`src/rtl/fft_sym_ctrl_pkg.sv`:
```
// Shared types and frame constants for the FFT symbol sequencer.
// The FFT size and CP lengths match the values frame_sync uses.
package fft_sym_ctrl_pkg;

  localparam int FFT_LEN = 256;
  localparam int CP1_LEN = 20;
  localparam int CP2_LEN = 18;

  typedef enum logic [1:0] {
    SYM_DATA = 2'd0,
    SYM_PBCH = 2'd1,
    SYM_SSS  = 2'd2
  } sym_t;

  typedef enum logic [1:0] {
    ST_IDLE = 2'd0,
    ST_SKIP = 2'd1,
    ST_FWD  = 2'd2
  } state_t;

endpackage

```
`src/rtl/fft_sym_ctrl_ssb_tag_seq.sv`:
```
// SSB tag sequencer: PBCH_start arms a PBCH/SSS/PBCH run over the next three
// symbols; a lone SSS_start tags just the next symbol.
module ssb_tag_seq
  import fft_sym_ctrl_pkg::*;
(
  input  logic clk,
  input  logic rst,
  input  logic pbch_start,
  input  logic sss_start,
  input  logic consume,
  output sym_t tag
);

  logic [1:0] seq;
  logic       sss_pend;

  always_comb begin
    tag = SYM_DATA;
    case (seq)
      2'd3, 2'd1: tag = SYM_PBCH;
      2'd2:       tag = SYM_SSS;
      default:    if (sss_pend) tag = SYM_SSS;
    endcase
  end

  // Arming wins over consumption so a start pulse coincident with
  // symbol_start applies to the following symbol.
  always_ff @(posedge clk) begin
    if (rst) begin
      seq      <= 2'd0;
      sss_pend <= 1'b0;
    end else begin
      if (pbch_start)
        seq <= 2'd3;
      else if (consume && seq != 2'd0)
        seq <= seq - 2'd1;

      if (sss_start && seq == 2'd0)
        sss_pend <= 1'b1;
      else if (consume)
        sss_pend <= 1'b0;
    end
  end

endmodule

```
`src/rtl/fft_sym_ctrl.sv`:
```
// Strips the cyclic prefix (minus a timing advance) from each OFDM symbol and
// forwards FFT_LEN tagged samples with tlast to the FFT, one cycle later.
module fft_sym_ctrl #(
  parameter int IN_DW      = 32,
  parameter int FFT_LEN    = fft_sym_ctrl_pkg::FFT_LEN,
  parameter int MAX_CP_LEN = fft_sym_ctrl_pkg::CP1_LEN,
  parameter int CP_ADVANCE = 4
) (
  input  logic                          clk_i,
  input  logic                          reset_i,
  input  logic [IN_DW-1:0]              s_axis_in_tdata,
  input  logic                          s_axis_in_tvalid,
  input  logic                          symbol_start_i,
  input  logic [$clog2(MAX_CP_LEN)-1:0] CP_len_i,
  input  logic                          PBCH_start_i,
  input  logic                          SSS_start_i,
  output logic [IN_DW-1:0]              m_axis_out_tdata,
  output logic                          m_axis_out_tvalid,
  output logic                          m_axis_out_tlast,
  output logic [1:0]                    m_axis_out_tuser,
  output logic                          fft_start_o,
  output logic                          abort_o,
  output logic                          cp_err_o
);
  import fft_sym_ctrl_pkg::*;

  localparam int CPW = $clog2(MAX_CP_LEN);
  localparam int SKW = $clog2(MAX_CP_LEN + 1);
  localparam int FCW = $clog2(FFT_LEN);

  state_t           state;
  logic [SKW-1:0]   skip;
  logic [SKW-1:0]   cnt;
  logic [FCW-1:0]   fcnt;
  sym_t             win_tag;
  sym_t             tag_cur;

  logic [IN_DW-1:0] data_p1;
  logic             vld_p1;
  logic             last_p1;
  logic             start_p1;
  logic             abort_p1;
  logic             cp_err_p1;
  sym_t             tuser_p1;

  logic             start_beat;
  logic             cp_small;
  logic [SKW-1:0]   skip_new;
  logic             fcnt_last;

  assign start_beat = s_axis_in_tvalid && symbol_start_i;
  assign cp_small   = CP_len_i < CPW'(CP_ADVANCE);
  assign skip_new   = cp_small ? '0 : (SKW'(CP_len_i) - SKW'(CP_ADVANCE));
  assign fcnt_last  = fcnt == FCW'(FFT_LEN - 1);

  ssb_tag_seq u_tag_seq (
    .clk        (clk_i),
    .rst        (reset_i),
    .pbch_start (PBCH_start_i),
    .sss_start  (SSS_start_i),
    .consume    (start_beat),
    .tag        (tag_cur)
  );

  // Stage p0 -> p1: one beat in, one output slot out.
  // When a restart lands on a beat that cannot be forwarded (abort or tlast
  // slot) and skip is 0, the window begins on the following beat.
  always_ff @(posedge clk_i) begin
    if (reset_i) begin
      state     <= ST_IDLE;
      skip      <= '0;
      cnt       <= '0;
      fcnt      <= '0;
      win_tag   <= SYM_DATA;
      data_p1   <= '0;
      vld_p1    <= 1'b0;
      last_p1   <= 1'b0;
      start_p1  <= 1'b0;
      abort_p1  <= 1'b0;
      cp_err_p1 <= 1'b0;
      tuser_p1  <= SYM_DATA;
    end else begin
      vld_p1    <= 1'b0;
      last_p1   <= 1'b0;
      start_p1  <= 1'b0;
      abort_p1  <= 1'b0;
      cp_err_p1 <= 1'b0;
      if (s_axis_in_tvalid) begin
        data_p1 <= s_axis_in_tdata;
        if (symbol_start_i) begin
          cp_err_p1 <= cp_small;
          win_tag   <= tag_cur;
          skip      <= skip_new;
          if (state == ST_FWD && fcnt_last) begin
            vld_p1   <= 1'b1;
            last_p1  <= 1'b1;
            tuser_p1 <= win_tag;
          end else begin
            abort_p1 <= (state != ST_IDLE);
          end
          if (skip_new == '0) begin
            state <= ST_FWD;
            if (state == ST_IDLE) begin
              vld_p1   <= 1'b1;
              start_p1 <= 1'b1;
              tuser_p1 <= tag_cur;
              fcnt     <= FCW'(1);
            end else begin
              fcnt <= '0;
            end
          end else begin
            state <= ST_SKIP;
            cnt   <= SKW'(1);
          end
        end else begin
          case (state)
            ST_SKIP: begin
              if (cnt == skip) begin
                vld_p1   <= 1'b1;
                start_p1 <= 1'b1;
                tuser_p1 <= win_tag;
                fcnt     <= FCW'(1);
                state    <= ST_FWD;
              end else begin
                cnt <= cnt + SKW'(1);
              end
            end
            ST_FWD: begin
              vld_p1   <= 1'b1;
              start_p1 <= (fcnt == '0);
              last_p1  <= fcnt_last;
              tuser_p1 <= win_tag;
              if (fcnt_last)
                state <= ST_IDLE;
              else
                fcnt <= fcnt + FCW'(1);
            end
            default: ;
          endcase
        end
      end
    end
  end

  assign m_axis_out_tdata  = data_p1;
  assign m_axis_out_tvalid = vld_p1;
  assign m_axis_out_tlast  = last_p1;
  assign m_axis_out_tuser  = tuser_p1;
  assign fft_start_o       = start_p1;
  assign abort_o           = abort_p1;
  assign cp_err_o          = cp_err_p1;

endmodule

```
`config.mk`:
```
export PLATFORM = sky130hd
export DESIGN_NAME = fft_sym_ctrl
export DESIGN_NICKNAME = d
export VERILOG_FILES = /design/src/rtl/fft_sym_ctrl_pkg.sv /design/src/rtl/fft_sym_ctrl_ssb_tag_seq.sv /design/src/rtl/fft_sym_ctrl.sv
export SDC_FILE = /design/constraint.sdc
export NUM_CORES = 1
export LEC_CHECK = 0
export ABC_AREA = 1
export CORE_ASPECT_RATIO = 0.7
export CORE_MARGIN = 3
export CORE_UTILIZATION = 30
export DETAILED_ROUTE_END_ITERATION = 16
export GPL_ROUTABILITY_DRIVEN = 1
export PLACE_DENSITY = 0.65
export SLEW_MARGIN = 0
export SYNTH_ARGS = -nofsm -noshare
export SYNTH_HDL_FRONTEND = slang
export SYNTH_SLANG_ARGS = --single-unit
```
`constraint.sdc`:
```
create_clock -name clk_i -period 3 [get_ports clk_i]
set_input_delay 0.3 -clock clk_i [delete_from_list [all_inputs] [get_ports clk_i]]
set_output_delay 0.3 -clock clk_i [all_outputs]
set_load 0.02 [all_outputs]
```
==> results of run 1 <==
[kinds of logic (layout without fill, tap and decap cells)]
group                    after synthesis  count (layout)  share of synthesized area
AO/OA/AOI/OAI                         82              82                     0.1406
XOR/XNOR                               6               6                    0.01702
adder cells (fa/ha/maj)               11              11                    0.04457
buffers and inverters                 60             144                    0.07496
flip-flops                            64              64                     0.4149
multiplexers                           1               1                   0.003242
AND/OR/NAND/NOR                      206             206                     0.3047
[cell type report]
cell class,instances,area share
flip-flops and latches,64,0.2964
inverters,42,0.03676
clock inverters,5,0.01302
well taps,128,0.03705
repair buffers,86,0.1962
multi-input cells,306,0.3644
clock buffers,11,0.05615
[registers in the layout, summed over array words and instances, names as in the netlist]
register            flops
m_axis_out_tlast        1
m_axis_out_tuser        2
cnt                     5
u_tag_seq.seq           2
m_axis_out_tdata       32
abort_o                 1
win_tag                 2
cp_err_o                1
u_tag_seq.sss_pend      1
fcnt                    8
skip                    5
m_axis_out_tvalid       1
state                   2
fft_start_o             1
[per-layer routing]
layer	up-vias	global-route usage
li1	1546	-
met1	1336	0.1850
met2	90	0.2088
met3	10	0.07861
met4	0	0.04375
met5	-	0
[report_power, final]
| group | leakage, nW | total (W) | internal [W] | switching, W |
|---|---|---|---|---|
| logic | 1.09 | 0.000379 | 0.000172 | 0.000207 |
| clock network | 0.145 | 0.00104 | 0.000663 | 0.000373 |
| registers | 0.528 | 0.000932 | 0.000901 | 0.0000313 |
[layout by cell type, fill, tap and decap left out, drive strengths merged]
master / synthesis / routed
a211oi: 2 / 2
a21oi: 25 / 25
a22oi: 2 / 2
buf: 4 / 5
bufinv: 0 / 1
clkbuf: 14 / 11
clkdlybuf4s50: 0 / 81
clkinv: 3 / 6
clkinvlp: 0 / 1
dfxtp: 64 / 64
ha: 11 / 11
inv: 39 / 39
mux2i: 1 / 1
nand2: 60 / 60
nand3: 22 / 22
nand4: 11 / 11
nor2: 110 / 110
nor3: 1 / 1
nor3b: 1 / 1
o21ai: 52 / 52
o21bai: 1 / 1
or2: 1 / 1
xnor2: 3 / 3
xor2: 3 / 3
[critical path: cells and delay by family]
kind                   cells  cell delay (ns)
AO/OA/AOI/OAI              2             0.33
buffers and inverters      3             1.20
AND/OR/NAND/NOR            3             0.36
[metrics by stage]
stage | hold slack, ns | util | std cells | cell area [um2]
after floorplan | 0.4349 | - | 430 | 3088
after global placement | 0.4516 | 0.4076 | 626 | 4024
after detailed placement | 0.4558 | 0.4076 | 626 | 4024
after CTS | 0.4641 | 0.4379 | 642 | 4323
after global routing | 0.4981 | 0.4379 | 642 | 4323
final | 0.4606 | 0.4379 | 642 | 4323
[path summary, 6_finish.rpt]
check,end,slack [ns],cells after the start
setup / recovery,state[0],1.03,8
hold / removal,u_tag_seq.sss_pend,0.46,2
setup reg to reg,m_axis_out_tuser[1],1.24,7
hold reg to reg,u_tag_seq.sss_pend,0.46,2
==> impl_metrics.ini, run 1 <==
[setup_path]
cp.required_ns = 3.22
startpoint = symbol_start_i
crit_path_max_fanout = 18
cpPeakStageDelay_ns = 0.87
critPathArrivalTime_ns = 2.19
crit_chain = clkdlybuf4s50_1 > inv_1 > nand2_1 > inv_1 > a21oi_1 > nand2_1 > a22oi_1 > nor2_1
cp-end-kind = flip-flop
criticalPathCategory = in2reg
start_kind = primary input
cpMaxStageDelayCell = clkdlybuf4s50_1
r2r_start = state[0]

[layout]
nNetsFinal = 563
drive_gt1_frac = 0.08949
fill_cells = 985
multi_input_area_um2 = 1575
area_growth_syn_to_layout_pct = 39.99
seq_area_um2 = 1281
diodes = 0

[sta]
worstMarginPinSlew_ns = 0.6230
max-slew-margin-rel = 0.5834
max_freq_mhz = 507.4
slew_viol_final = 0
setup_viol = 0
rsz0062_at_grt = false
fin_setup_tns_ns = 0
finClkSkew_ns = 0.005628
final.min_clock_period_ns = 1.971
hold_violations = 0
timing.final.crit_share = 0.6569
final.setup.worst_slack_ns = 1.029

[floorplan]
die_w_um = 127.3
core_um2 = 9872
num_io_pins = 82
die_height_um = 90.89
floorplan.die_area_um2 = 11570
initial_core_util = 0.3128
rows = 30

[synth]
synth_ff_type = dfxtp_1
synth_cell_types = 34
yosysTopAreaCell = dfxtp_1
syn_area_um2 = 3088
synth_edf_count = 0
synth_cells = 430
ys_async_sr_fraction = 0
synthTopCellsByArea = dfxtp_1 (41%), nor2_1 (13%), o21ai_0 (7.0%), nand2_1 (6.3%), ha_1 (4.5%)
ys_seq_elements = 64
synth_common_cells = nor2_1 (104), dfxtp_1 (64), nand2_1 (52), o21ai_0 (43), inv_1 (36)
synth_nets = 484
synth_top_area_frac = 0.4149
yosysMostFrequentCell = nor2_1
avgSynthCellArea_um2 = 7.181
ys_seq_area_frac = 0.4149
yosysWarnings = 0

[drt]
vias = 2982
antenna_left = 0
met1_length_um = 3758
wl_per_cell_um = 12.50
drt-total-wl_um = 8027
wl_met3_um = 960
vias_per_cell = 4.645
drt_iter0_markers = 220
drt-pass1-iter-count = 4
met2_length_um = 3241
drc = 0
top_layer_used = met4

[clock_tree]
cts_resized = 0
h-tree-depth = 3
cts_tree = done
cts_setup_buffers = 0
clock-sinks = 64
numCtsBuffers = 9
cts_root_buf = clkbuf_16
hold_buffers = 0
cts.path.max_buffers = 2
cts.clk_slew.worst_paths_ns = 0.06
clk_latency_ns = 0.33

[global_route]
antenna_found_initial = 0
grt_pass1_vias = 2972
grt_pass1_wl_um = 13600
grt_usage = 0.1449
grt_start_max_net_pins = 42
gr-total-overflow = 0

[placement]
io_buffers = 81
dp_hpwl_um = 5845
place_congestion = 0.8374
dp_slack_ns = 0.7347

[hold_path]
hp-start = u_tag_seq.sss_pend
hp-class = reg2reg

[pwr]
power_density_nw_per_um2 = 543.0
leakagePower_nw = 1.762
ir_worst_vdd_uv = 298.0
power_w = 0.002347

[status]
status = finished clean

[job]
max_cap_violations = 0
No activity file was read; power rests on OpenSTA's default activity.
==> run 2: changes to the inputs <==
clock period = 1.95 ns   (was 3 ns; I/O delays follow)
==> impl_metrics.ini, run 2 (synthesized netlist as in run 1, its figures left out) <==
[status]
status = finished clean

[layout]
fill_cells = 972
nNetsFinal = 572
area_growth_syn_to_layout_pct = 41.86
diodes = 0
multi_input_area_um2 = 1575
drive_gt1_frac = 0.1015
utilization = 0.4437
layout_commonest_cell = nor2_1
largest_reg_flops = 32
seq_area_um2 = 1281
layout_common_cells = nor2_1 (104), clkdlybuf4s50_1 (81), dfxtp_1 (64)

[sta]
timing.final.crit_share = 0.8546
hold_violations = 0
max-slew-margin-rel = 0.7738
slew_viol_final = 0
worstMarginPinSlew_ns = 0.3392
finClkSkew_ns = 0.002033
fin_setup_tns_ns = 0
setup_viol = 0
max_freq_mhz = 600.1
final.min_clock_period_ns = 1.666
rsz0062_at_grt = false

[hold_path]
hold_end = u_tag_seq.sss_pend
whs_path_depth = 3
hp-class = in2reg
hp-start = SSS_start_i

[setup_path]
crit_path_max_fanout = 9
cp-end-kind = flip-flop
critPathArrivalTime_ns = 1.89
start_kind = flip-flop
cp.required_ns = 2.17
r2r_slack_ns = 0.28
r2r_start = fcnt[0]
criticalPathCategory = reg2reg
r2r_cells = 10
r2r_end = fcnt[2]

[floorplan]
core_um2 = 9872
initial_core_util = 0.3128
num_io_pins = 82
die_w_um = 127.3
die_height_um = 90.89
rows = 30
floorplan.die_area_um2 = 11570

[clock_tree]
h-tree-depth = 3
hold_buffers = 0
cts_setup_buffers = 0
clock-sinks = 64
cts_root_buf = clkbuf_16
cts_resized = 0
cts.path.max_buffers = 2
cts.clk_slew.worst_paths_ns = 0.05
numCtsBuffers = 9
cts_tree = done
clk_latency_ns = 0.33

[job]
max_cap_violations = 0

[drt]
wl_per_cell_um = 12.92
antenna_left = 0
drt-total-wl_um = 8397
top_layer_used = met4
met2_length_um = 3426
drc = 0
drt_iter0_markers = 229
vias_per_cell = 4.726
met1_length_um = 4008
drt-pass1-iter-count = 4
vias = 3072
wl_met3_um = 891

[pwr]
p_int_w = 0.002677
combPwrFrac = 0.165
power_frac_seq = 0.398
leakagePower_nw = 1.799
power_density_nw_per_um2 = 824.6
power.switching_w = 0.0009350
ir_worst_vdd_uv = 486.5
netSwitchingFraction = 0.2589
p_clk_frac = 0.437

[global_route]
gr-total-overflow = 0
grt_pass1_vias = 2878
antenna_found_initial = 0
grt_pass1_wl_um = 14000
grt_usage = 0.1502
grt_start_max_net_pins = 33

[placement]
place_congestion = 0.8779
io_buffers = 81
dp_hpwl_um = 6193
-- run 2: cell types whose count changed in the layout (fill, tap and decap cells not counted), sizes merged --
cell / delta
buf: +9
clkbuf: +1
clkinv: -2
-- run 2: worst max-delay path, stage by stage, from the launching register on --
cell	delay, ns
dfxtp_1	0.42
ha_1	0.20
inv_1	0.08
nor2_4	0.16
nand3_4	0.13
nand2_2	0.11
nand2_4	0.08
nand3_4	0.14
clkinv_2	0.07
nor2_1	0.11
nor2_1	0.06
-- run 2: final cells by class --
cell class	instances	share of cell area
clock inverter	3	0.009712
multi-input combinational	306	0.3596
sequential	64	0.2925
tap	128	0.03656
timing repair buffer	95	0.2091
clock buffer	12	0.05627
inverter	42	0.03628
-- run 2: worst max-delay path by stage --
stage	startpoint	to	slack [ns]
6_report	fcnt[0]	fcnt[2]	0.28
4_1_cts	fcnt[0]	fcnt[2]	0.29
3_3_place_gp	CP_len_i[3]	m_axis_out_tuser[0]	0.05
3_5_place_dp	CP_len_i[3]	fcnt[0]	0.01
2_1_floorplan	state[0]	fcnt[2]	0.42
5_1_grt	fcnt[0]	fcnt[2]	0.17
-- run 2: power by group through the flow --
stage	registers [W]	clock network [W]	logic [W]
after floorplan	0.00151	0	0.000269
after global placement	0.00146	0	0.000588
after detailed placement	0.00146	0	0.000596
after CTS	0.00144	0.00162	0.000600
after global routing	0.00145	0.00168	0.000661
final	0.00144	0.00158	0.000597
-- run 2: layer usage --
layer / GRT usage / up-vias
li1: - / 1560
met1: 0.1991 / 1395
met2: 0.2106 / 109
met3: 0.07683 / 8
met4: 0.04643 / 0
met5: 0 / -
-- run 2: through the flow --
stage,hold WS (ns),cell area [um2],std cells,power (W),worst slack (ns)
finish,0.4337,4380,650,0.003612,0.2836
detailed placement,0.4601,4091,635,0.002057,0.01187
global placement,0.4504,4091,635,0.002046,0.04770
CTS,0.4306,4380,650,0.003656,0.2898
floorplan,0.3299,3088,430,0.001783,0.4193
global route,0.4409,4380,650,0.003785,0.1683
==> run 3: changes to the inputs <==
PLACE_DENSITY = 0.58   (was 0.65)
TNS_END_PERCENT = 20   (was default)
clock period = 1.35 ns   (was 1.95 ns; I/O delays follow)
==> impl_metrics.ini, run 3 (synthesized netlist as in run 1, its figures left out) <==
[hold_path]
hp-class = in2reg

[sta]
slew_viol_final = 0
worstMarginPinSlew_ns = 0.3338
timing.final.crit_share = 1.051
final.setup.worst_slack_ns = -0.06914
max-slew-margin-rel = 0.7775
rsz0062_at_grt = true
finClkSkew_ns = 0.005416
whs_ns = 0.3781
fin_setup_tns_ns = -0.4644
final.min_clock_period_ns = 1.419
max_freq_mhz = 704.7
setup_viol = 13
hold_violations = 0

[setup_path]
crit_path_max_fanout = 4
cpMaxStageDelayCell = dfxtp_2
crit_family = simple AND/OR/NAND/NOR gates
critPathArrivalTime_ns = 1.64
crit_chain = ha_4 > inv_2 > nor2_4 > nand3_4 > buf_6 > inv_2 > o21bai_1 > nand3_2 > nand3_2 > nand2_1 > inv_1
criticalPathCategory = reg2reg
crit_buf_inv = 4
start_kind = flip-flop
cp.required_ns = 1.57
cp-end-kind = flip-flop
cpPeakStageDelay_ns = 0.35

[global_route]
grt_pass1_wl_um = 14570
grt_usage = 0.1560
gr-total-overflow = 0
grt_start_max_net_pins = 36
grt_pass1_vias = 3066
antenna_found_initial = 0

[floorplan]
rows = 30
die_w_um = 127.3
core_um2 = 9872
num_io_pins = 82
initial_core_util = 0.3128
die_height_um = 90.89
floorplan.die_area_um2 = 11570

[layout]
nNetsFinal = 620
area_growth_syn_to_layout_pct = 63.65
largest_reg_flops = 32
layout_common_cells = nor2_1 (95), buf_4 (55), dfxtp_1 (52)
layout_commonest_cell = nor2_1
final_area_um2 = 5054
drive_gt1_frac = 0.2825
fill_cells = 936
diodes = 0
utilization = 0.5119

[placement]
io_buffers = 81
place_area_um2 = 4471
dp_slack_ns = -0.5656
dp_hpwl_um = 6379
place_congestion = 0.8599

[clock_tree]
clk_latency_ns = 0.33
cts.path.max_buffers = 2
numCtsBuffers = 9
cts_root_buf = clkbuf_16
h-tree-depth = 3
cts_tree = done
clock-sinks = 64
cts.clk_slew.worst_paths_ns = 0.05
hold_buffers = 0

[status]
violations = negative setup slack
status = complete, but fails checks

[drt]
drt_iter0_markers = 194
antenna_left = 0
wl_per_cell_um = 13.10
drc = 0
vias_per_cell = 4.610
vias = 3218
drt-total-wl_um = 9141
drt-pass1-iter-count = 4

[job]
max_cap_violations = 0

[pwr]
leakagePower_nw = 2.343
power_density_nw_per_um2 = 1068
ir_worst_vdd_uv = 653.5
[run 3: cell types whose count changed in the layout (fill, tap and decap cells not counted), sizes merged]
| cell | change |
|---|---|
| nand3 | +1 |
| dlygate4sd2 | +33 |
| buf | +47 |
| clkinv | -1 |
| inv | +1 |
| clkdlybuf4s50 | -42 |
| dlymetal6s2s | +9 |
[run 3: cell type report]
class | count | area, um2 | share of cell area
Clock buffer | 12 | 246.5 | 0.04877
Clock inverter | 3 | 42.54 | 0.008418
Inverter | 42 | 161.4 | 0.03194
Multi-Input combinational cell | 307 | 1841 | 0.3642
Sequential cell | 64 | 1304 | 0.2580
Tap cell | 128 | 160.2 | 0.03169
Timing Repair Buffer | 142 | 1299 | 0.2570
[run 3: power by group]
part / total (W) / switching (W) / internal, W
clock network: 0.00228 / 0.000813 / 0.00147
registers: 0.00207 / 0.0000690 / 0.00200
logic: 0.00105 / 0.000557 / 0.000489
[run 3: metal layers]
metal | GRT usage | share of wire | wire [um] | vias to the layer above
met5 | 0 | 0 | 0 | -
met4 | 0.04018 | 0.011 | 98 | 0
met3 | 0.08097 | 0.089 | 813 | 14
met2 | 0.2294 | 0.44 | 4020 | 89
met1 | 0.2005 | 0.46 | 4209 | 1462
li1 | - | - | - | 1653
[run 3: repair_timing]
action	CTS	global route
gates resized for setup	60	56
buffers inserted	3	2
setup endpoints to repair	59	31
pin swaps	17	22
cloned	1	0
endpoints found under the hold margin	0	0
[run 3: stage by stage]
step                instances  power [W]
floorplan                 430   0.002588
global placement          677   0.003064
detailed placement        677   0.003075
CTS                       696   0.005398
global route              698   0.005668
finish                    698   0.005398
[run 3: path summary, 6_finish.rpt]
path              cells past startpoint  slack [ns]             endpoint          startpoint
setup / recovery                     11       -0.07  m_axis_out_tuser[0]             fcnt[1]
setup reg to reg                     11       -0.07  m_axis_out_tuser[0]             fcnt[1]
hold reg to reg                       2        0.48   u_tag_seq.sss_pend  u_tag_seq.sss_pend
hold / removal                        3        0.38   u_tag_seq.sss_pend         SSS_start_i
[run 3: worst reg2reg max path, cell delays in order (launching register included)]
cell      delay [ns]
dfxtp_2         0.35
ha_4            0.14
inv_2           0.04
nor2_4          0.13
nand3_4         0.13
buf_6           0.15
inv_2           0.05
o21bai_1        0.08
nand3_2         0.09
nand3_2         0.06
nand2_1         0.06
inv_1           0.03
